## config.mk

```make
export PLATFORM = sky130hd
export DESIGN_NAME = door_controller
export DESIGN_NICKNAME = d
export VERILOG_FILES = /design/src/rtl/door_controller.sv
export SDC_FILE = /design/constraint.sdc
export NUM_CORES = 1
export LEC_CHECK = 0
export BUFFER_PORTS_ARGS = -buffer_cell sky130_fd_sc_hd__buf_2
export CAP_MARGIN = 20
export CORE_MARGIN = 2
export CORE_UTILIZATION = 40
export CTS_CLUSTER_SIZE = 14
export DETAILED_ROUTE_END_ITERATION = 10
export HOLD_SLACK_MARGIN = 0.1
export PLACE_DENSITY_LB_ADDON = 0.3
export SYNTH_ARGS = -nofsm -noshare
export SYNTH_HDL_FRONTEND = slang
export SYNTH_SLANG_ARGS = --single-unit
```

## constraint.sdc

```tcl
create_clock -name clk -period 4.4 [get_ports clk]
set_clock_uncertainty 0.15 [all_clocks]
set_input_delay 0.44 -clock clk [delete_from_list [all_inputs] [get_ports clk]]
set_output_delay 0.44 -clock clk [all_outputs]
set_load 0.02 [all_outputs]
```

## src/rtl/door_controller.sv

```systemverilog
// Car-door sequencer: open/dwell/close, overload hold, weight-counter clear, motion gating.
// Optional door-edge obstruction input enabled by defining DOOR_OBSTRUCTION_EN.
module door_controller #(
  parameter int OPEN_CYCLES    = 50_000_000,
  parameter int TRANSIT_CYCLES = 10_000_000,
  parameter int TIMER_W        = 32
) (
  input  logic       clk,
  input  logic       button_reset,
  input  logic       arrived,
  input  logic       open_request,
  input  logic       close_request,
  input  logic       load_clear,
  input  logic       weight_limit_exceeded,
`ifdef DOOR_OBSTRUCTION_EN
  input  logic       obstruction,
`endif
  output logic       door,
  output logic       weight_flip_reset,
  output logic       motion_enable,
  output logic       overload_alarm,
  output logic [2:0] state
);

  typedef enum logic [2:0] {
    S_CLOSED   = 3'd0,
    S_OPENING  = 3'd1,
    S_OPEN     = 3'd2,
    S_CLOSING  = 3'd3,
    S_OVERLOAD = 3'd4,
    S_CLEARING = 3'd5
  } state_t;

  localparam logic [TIMER_W-1:0] L_OPEN  = TIMER_W'(OPEN_CYCLES - 1);
  localparam logic [TIMER_W-1:0] L_TRANS = TIMER_W'(TRANSIT_CYCLES - 1);

  state_t               r_state;
  state_t               w_state_nxt;
  logic [TIMER_W-1:0]   r_timer;
  logic [TIMER_W-1:0]   w_timer_nxt;
  logic [1:0]           r_sync;
  logic                 w_wle_s;
  logic                 w_obs;
  logic                 w_tz;

  assign w_wle_s = r_sync[1];
  assign w_tz    = (r_timer == '0);

`ifdef DOOR_OBSTRUCTION_EN
  assign w_obs = obstruction;
`else
  assign w_obs = 1'b0;
`endif

  always_ff @(posedge clk or posedge button_reset) begin
    if (button_reset) begin
      r_state <= S_CLOSED;
      r_timer <= '0;
      r_sync  <= 2'b00;
    end else begin
      r_state <= w_state_nxt;
      r_timer <= w_timer_nxt;
      r_sync  <= {r_sync[0], weight_limit_exceeded};
    end
  end

  // Timer saturates at zero; transitions below override with a fresh load
  always_comb begin
    w_state_nxt = r_state;
    w_timer_nxt = w_tz ? r_timer : r_timer - 1'b1;
    case (r_state)
      S_CLOSED: begin
        if (arrived || open_request) begin
          w_state_nxt = S_OPENING;
          w_timer_nxt = L_TRANS;
        end
      end
      S_OPENING: begin
        if (w_tz) begin
          if (w_wle_s) begin
            w_state_nxt = S_OVERLOAD;
          end else begin
            w_state_nxt = S_OPEN;
            w_timer_nxt = L_OPEN;
          end
        end
      end
      S_OPEN: begin
        if (w_wle_s) begin
          w_state_nxt = S_OVERLOAD;
        end else if (open_request) begin
          w_timer_nxt = L_OPEN;
        end else if (close_request && !w_obs) begin
          w_state_nxt = S_CLOSING;
          w_timer_nxt = L_TRANS;
        end else if (w_tz) begin
          if (w_obs) begin
            w_timer_nxt = L_OPEN;
          end else begin
            w_state_nxt = S_CLOSING;
            w_timer_nxt = L_TRANS;
          end
        end
      end
      S_CLOSING: begin
        if (w_wle_s || open_request || w_obs) begin
          w_state_nxt = S_OPENING;
          w_timer_nxt = L_TRANS;
        end else if (w_tz) begin
          w_state_nxt = S_CLOSED;
        end
      end
      S_OVERLOAD: begin
        w_timer_nxt = r_timer;
        if (load_clear) w_state_nxt = S_CLEARING;
      end
      S_CLEARING: begin
        w_timer_nxt = r_timer;
        if (!w_wle_s) begin
          w_state_nxt = S_OPEN;
          w_timer_nxt = L_OPEN;
        end
      end
      default: begin
        w_state_nxt = S_CLOSED;
        w_timer_nxt = '0;
      end
    endcase
  end

  assign door              = (r_state != S_CLOSED);
  assign weight_flip_reset = (r_state == S_CLEARING);
  assign motion_enable     = (r_state == S_CLOSED);
  assign overload_alarm    = (r_state == S_OVERLOAD) || (r_state == S_CLEARING);
  assign state             = r_state;

endmodule

```

Yosys cells after proc, flatten, opt, wreduce, memory -nomap -nowiden
Index checks and enable logic that the tools add are counted.

Logic and storage cells: 48. Flip-flop bits (word level): 37. Bits of input ports: 7.

Add/sub/neg operators: 1. Mux-type cells: 23. Bitwise operators: 1. Reductions and logical operators: 8. Equality and inequality tests: 12.

Operator list (count): two-way mux 32 bit (10); one-hot mux 32 bit (6 select lines) (1); two-way mux 3 bit (11); zero test 32 bit (1); subtractor 32 x 1 -> 32 bit (second input constant) (1); one-hot mux 3 bit (6 select lines) (1); AND reduction 7 bit (1); == test 3 x 2 -> 1 bit (second input constant) (2); == test 3 bit (second input constant) (2); inequality test 2 bit (second input constant) (3); inequality test 3 bit (second input constant) (2); inequality test 4 bit (second input constant) (1); == test 3 x 1 -> 1 bit (second input constant) (1); zero test 3 bit (1); logical OR 1 bit (3); nonzero test 3 bit (1); inequality test 2 x 1 -> 1 bit (second input constant) (1); AND reduction 2 bit (1); inverter 1 bit (1).

Logic depth before layout (Yosys ltp)
Depth in word-level cells: 7. Depth in mapped cells: 13.

Worst setup path before layout
Ideal clock, no wire load.

Path kind: flip-flop to flip-flop. Start: register r_timer[0]. End: register r_timer[0]. Clock period less this slack: 3125 ps. Slack: 1275 ps. Arrival time: 2851 ps. Cell stages (with the launch flop): 14. Cell sequence: dfrtp_1 > inv_1 > ha_1 > nor4b_1 > nand2_1 > nor4_4 > inv_2 > buf_6 > clkbuf_1 > ha_1 > and2_1 > o21ai_0 > a31oi_1 > a211o_1.

Word-level cells in the longest chain between the ends: 7.

Ends and longest elaborated chain: start: declaration (RTL line 39) `logic [TIMER_W-1:0] r_timer;`; start signal: assignment (RTL line 62) `r_timer <= w_timer_nxt;`; subtractor 32 x 1 -> 32 bit / zero test 32 bit (equally long branches) (RTL line 70, 47); two-way mux 32 bit (RTL line 70) `w_timer_nxt = w_tz ? r_timer : r_timer - 1'b1;`; two-way mux 32 bit (RTL line 96) `end else if (w_tz) begin`; two-way mux 32 bit (RTL line 93) `end else if (close_request && !w_obs) begin`; two-way mux 32 bit (RTL line 91) `end else if (open_request) begin`; two-way mux 32 bit (RTL line 89) `if (w_wle_s) begin`; one-hot mux 32 bit (6 select lines) (*) (RTL line 71) `case (r_state)`.

Mark *: on every way between the ends. The rest lies on a longest branch, timed or not. A chain may end at the register's enable or synchronous reset.

Worst setup path in the final report
Ends and elaborated chain as after synthesis.

==> impl_metrics.tcl <==
set metrics [dict create \
    finalCriticalPeriod_ps 3410 \
    ys_top_cells_by_count "dfrtp_1 (37), nor2_1 (34), nor3_1 (21), o21ai_0 (21), nand2_1 (18)" \
    multi_input_area_um2 1450 \
    cap_viol_max_count 0 \
    initial_utilization_pct 41.9 \
    fill_cells 588 \
    cts_max_level 2 \
    status "completed" \
    finalSetupTns_ps 0 \
    vias 2299 \
    path_max_fanout 20 \
    layout.nets 317 \
    cts.sinks 37 \
    grt_max_degree 38 \
    critPathLaunch "r_timer[0]" \
    clkLatencyLatePin_ps 290 \
    drv_slew 0 \
    synthCells 298 \
    dieHeight_um 83.0 \
    ys_warn_count 0 \
    n_antenna_cell 0 \
    reg2reg_depth 11 \
    synth_seq_area_share_pct 37.1 \
    critPathKind "register to register" \
    place_congestion 0.841 \
    grt_use_total_pct 18.8 \
    rsz0062_at_grt "false" \
    gr-total-overflow 0 \
    setup_viol 0 \
    core_area_um2 5960 \
    timing.fmax_mhz 293 \
    synth_cell_types 56 \
    rows 28 \
    end_kind "register" \
    dr.pass1.iters 5 \
    postRouteAntennaNets 0 \
    ys_async_sr_fraction_pct 100 \
    area_growth_pct 8.98 \
    drc 0 \
    antenna_found_initial 0 \
    numCtsBuffers 5 \
    tightest_slew_ps 695 \
    synth_ff_type "dfrtp_1" \
    cts_root_buf "clkbuf_8" \
    via_per_inst 6.00 \
    hpwl_um 4340 \
    regArea_um2 926 \
    clk_pin_slew_ps 80 \
    synth_area_leaders "dfrtp_1 (37%), nor2_1 (5.1%), nor3_1 (4.2%), o21ai_0 (4.2%), xnor2_1 (2.8%)" \
    die-area_um2 6880 \
    port-buffer-count 13 \
    yosysMostFrequentCell "dfrtp_1" \
    hold_viol 0 \
    synth-edff-count 0 \
    cts_tree "built" \
    wire_per_inst_um 16.4 \
    pin_count 14 \
    hold_class "input pin to async pin" \
    dpl_cell_area_um2 2620 \
    stdcell_area_um2 2720 \
    grt_first_pass_wirelength_um 10700 \
    routed_wl_um 6280 \
    relSlewSlack_pct 53.0 \
    synth_area_um2 2490 \
    syn-num-nets 307 \
    drive_gt1_share_pct 12.0 \
    clk_path_buf_depth 2 \
    p_leak_nw 1.09 \
    grt_pass1_vias 2113 \
    yosysTopAreaCell "dfrtp_1" \
    netlist.area_leader.share_pct 37.1 \
    ys_ff_latch 37 \
    ctsResizeCount 0 \
    worst_setup_path_start_kind "register" \
    r2r-start "r_timer[0]" \
    period_share_pct 77.5 \
    dieWidth_um 83.0 \
    power_density_nw_per_um2 616 \
    required_ps 4430 \
    drtIter0Drc 195 \
    syn_area_per_cell_um2 8.37 \
    ir_drop_mv 0.348 \
    arrival_ps 3440 \
]
-- what timing repair did --
action / in CTS / in global routing
hold buffers: 1 / 0
endpoints found under the hold margin: 1 / 0
setup buffers: 0 / 0
-- final timing paths --
kind | slack (ps) | endpoint
worst max-delay path | 990 | r_timer[0]
worst min register to register | 200 | r_sync[1]
worst max register to register | 990 | r_timer[0]
max in group asynchronous | 3660 | r_timer[19]
min in group clk | 200 | r_sync[1]
worst min-delay path | 100 | r_timer[1]
-- area by class of cell --
class | count | share of cell area [%]
multi-input cells | 233 | 53.2
well taps | 75 | 3.45
flip-flops and latches | 37 | 34.1
repair buffers | 21 | 4.70
clock buffers | 7 | 3.18
inverters | 10 | 1.38
-- power breakdown --
| group | internal [mW] | switching, mW | total, mW |
|---|---|---|---|
| sequential | 0.437 | 0.137 | 0.574 |
| combinational | 0.339 | 0.517 | 0.855 |
| clock | 0.124 | 0.120 | 0.245 |
| total | 0.900 | 0.774 | 1.67 |
-- stage by stage --
step	worst slack (ps)	hold slack [ps]	util (%)	total power, mW	instances
3_3_place_gp	1230	189	44.0	1.41	375
5_1_grt	576	148	45.6	1.82	383
3_5_place_dp	1050	190	44.0	1.42	375
2_1_floorplan	1280	181	-	1.21	298
6_report	988	98.0	45.6	1.67	383
4_1_cts	1040	119	45.6	1.67	383
-- cells by family after synthesis --
logic type | Yosys count | synth area share [%]
simple gates | 140 | 30.0
compound gates | 77 | 22.1
flops | 37 | 37.1
buf+inv | 28 | 4.87
xor+xnor | 13 | 4.57
fa+ha+maj | 2 | 1.00
mux | 1 | 0.401
-- placed cells by master, fill, tap and decap left out, drive strengths merged, types with 5 or more instances in the layout --
cell type,n
dfrtp,37
nor2,34
nor3,21
o21ai,21
buf,20
nand2,18
nand3,13
nor4,12
inv,10
a21oi,9
xnor2,8
or3,8
clkbuf,7
nand2b,6
o311ai,6
xor2,5
o211ai,5
a211o,5
-- sequential cells by signal, summed over array words and instances, names as in the netlist --
name     count
state        3
r_timer     32
r_sync       2
-- worst max-delay path: stages (launching register included) --
cell and delay, ps:
dfrtp_1 430, inv_1 80, ha_1 170, nor4b_1 580
nand2_1 220, nor4_4 350, inv_2 230, ha_1 360
and2_1 170, o21ai_0 200, a31oi_1 110, a211o_1 250
-- per-layer routing --
metal | share of wire, % | routed length (µm) | global-route usage, %
met5 | 0 | 0 | 0
met4 | 1.3 | 81 | 4.77
met3 | 6.1 | 386 | 3.08
met2 | 45 | 2820 | 29.5
met1 | 48 | 2990 | 27.1
(Power assumes the default switching activity.)
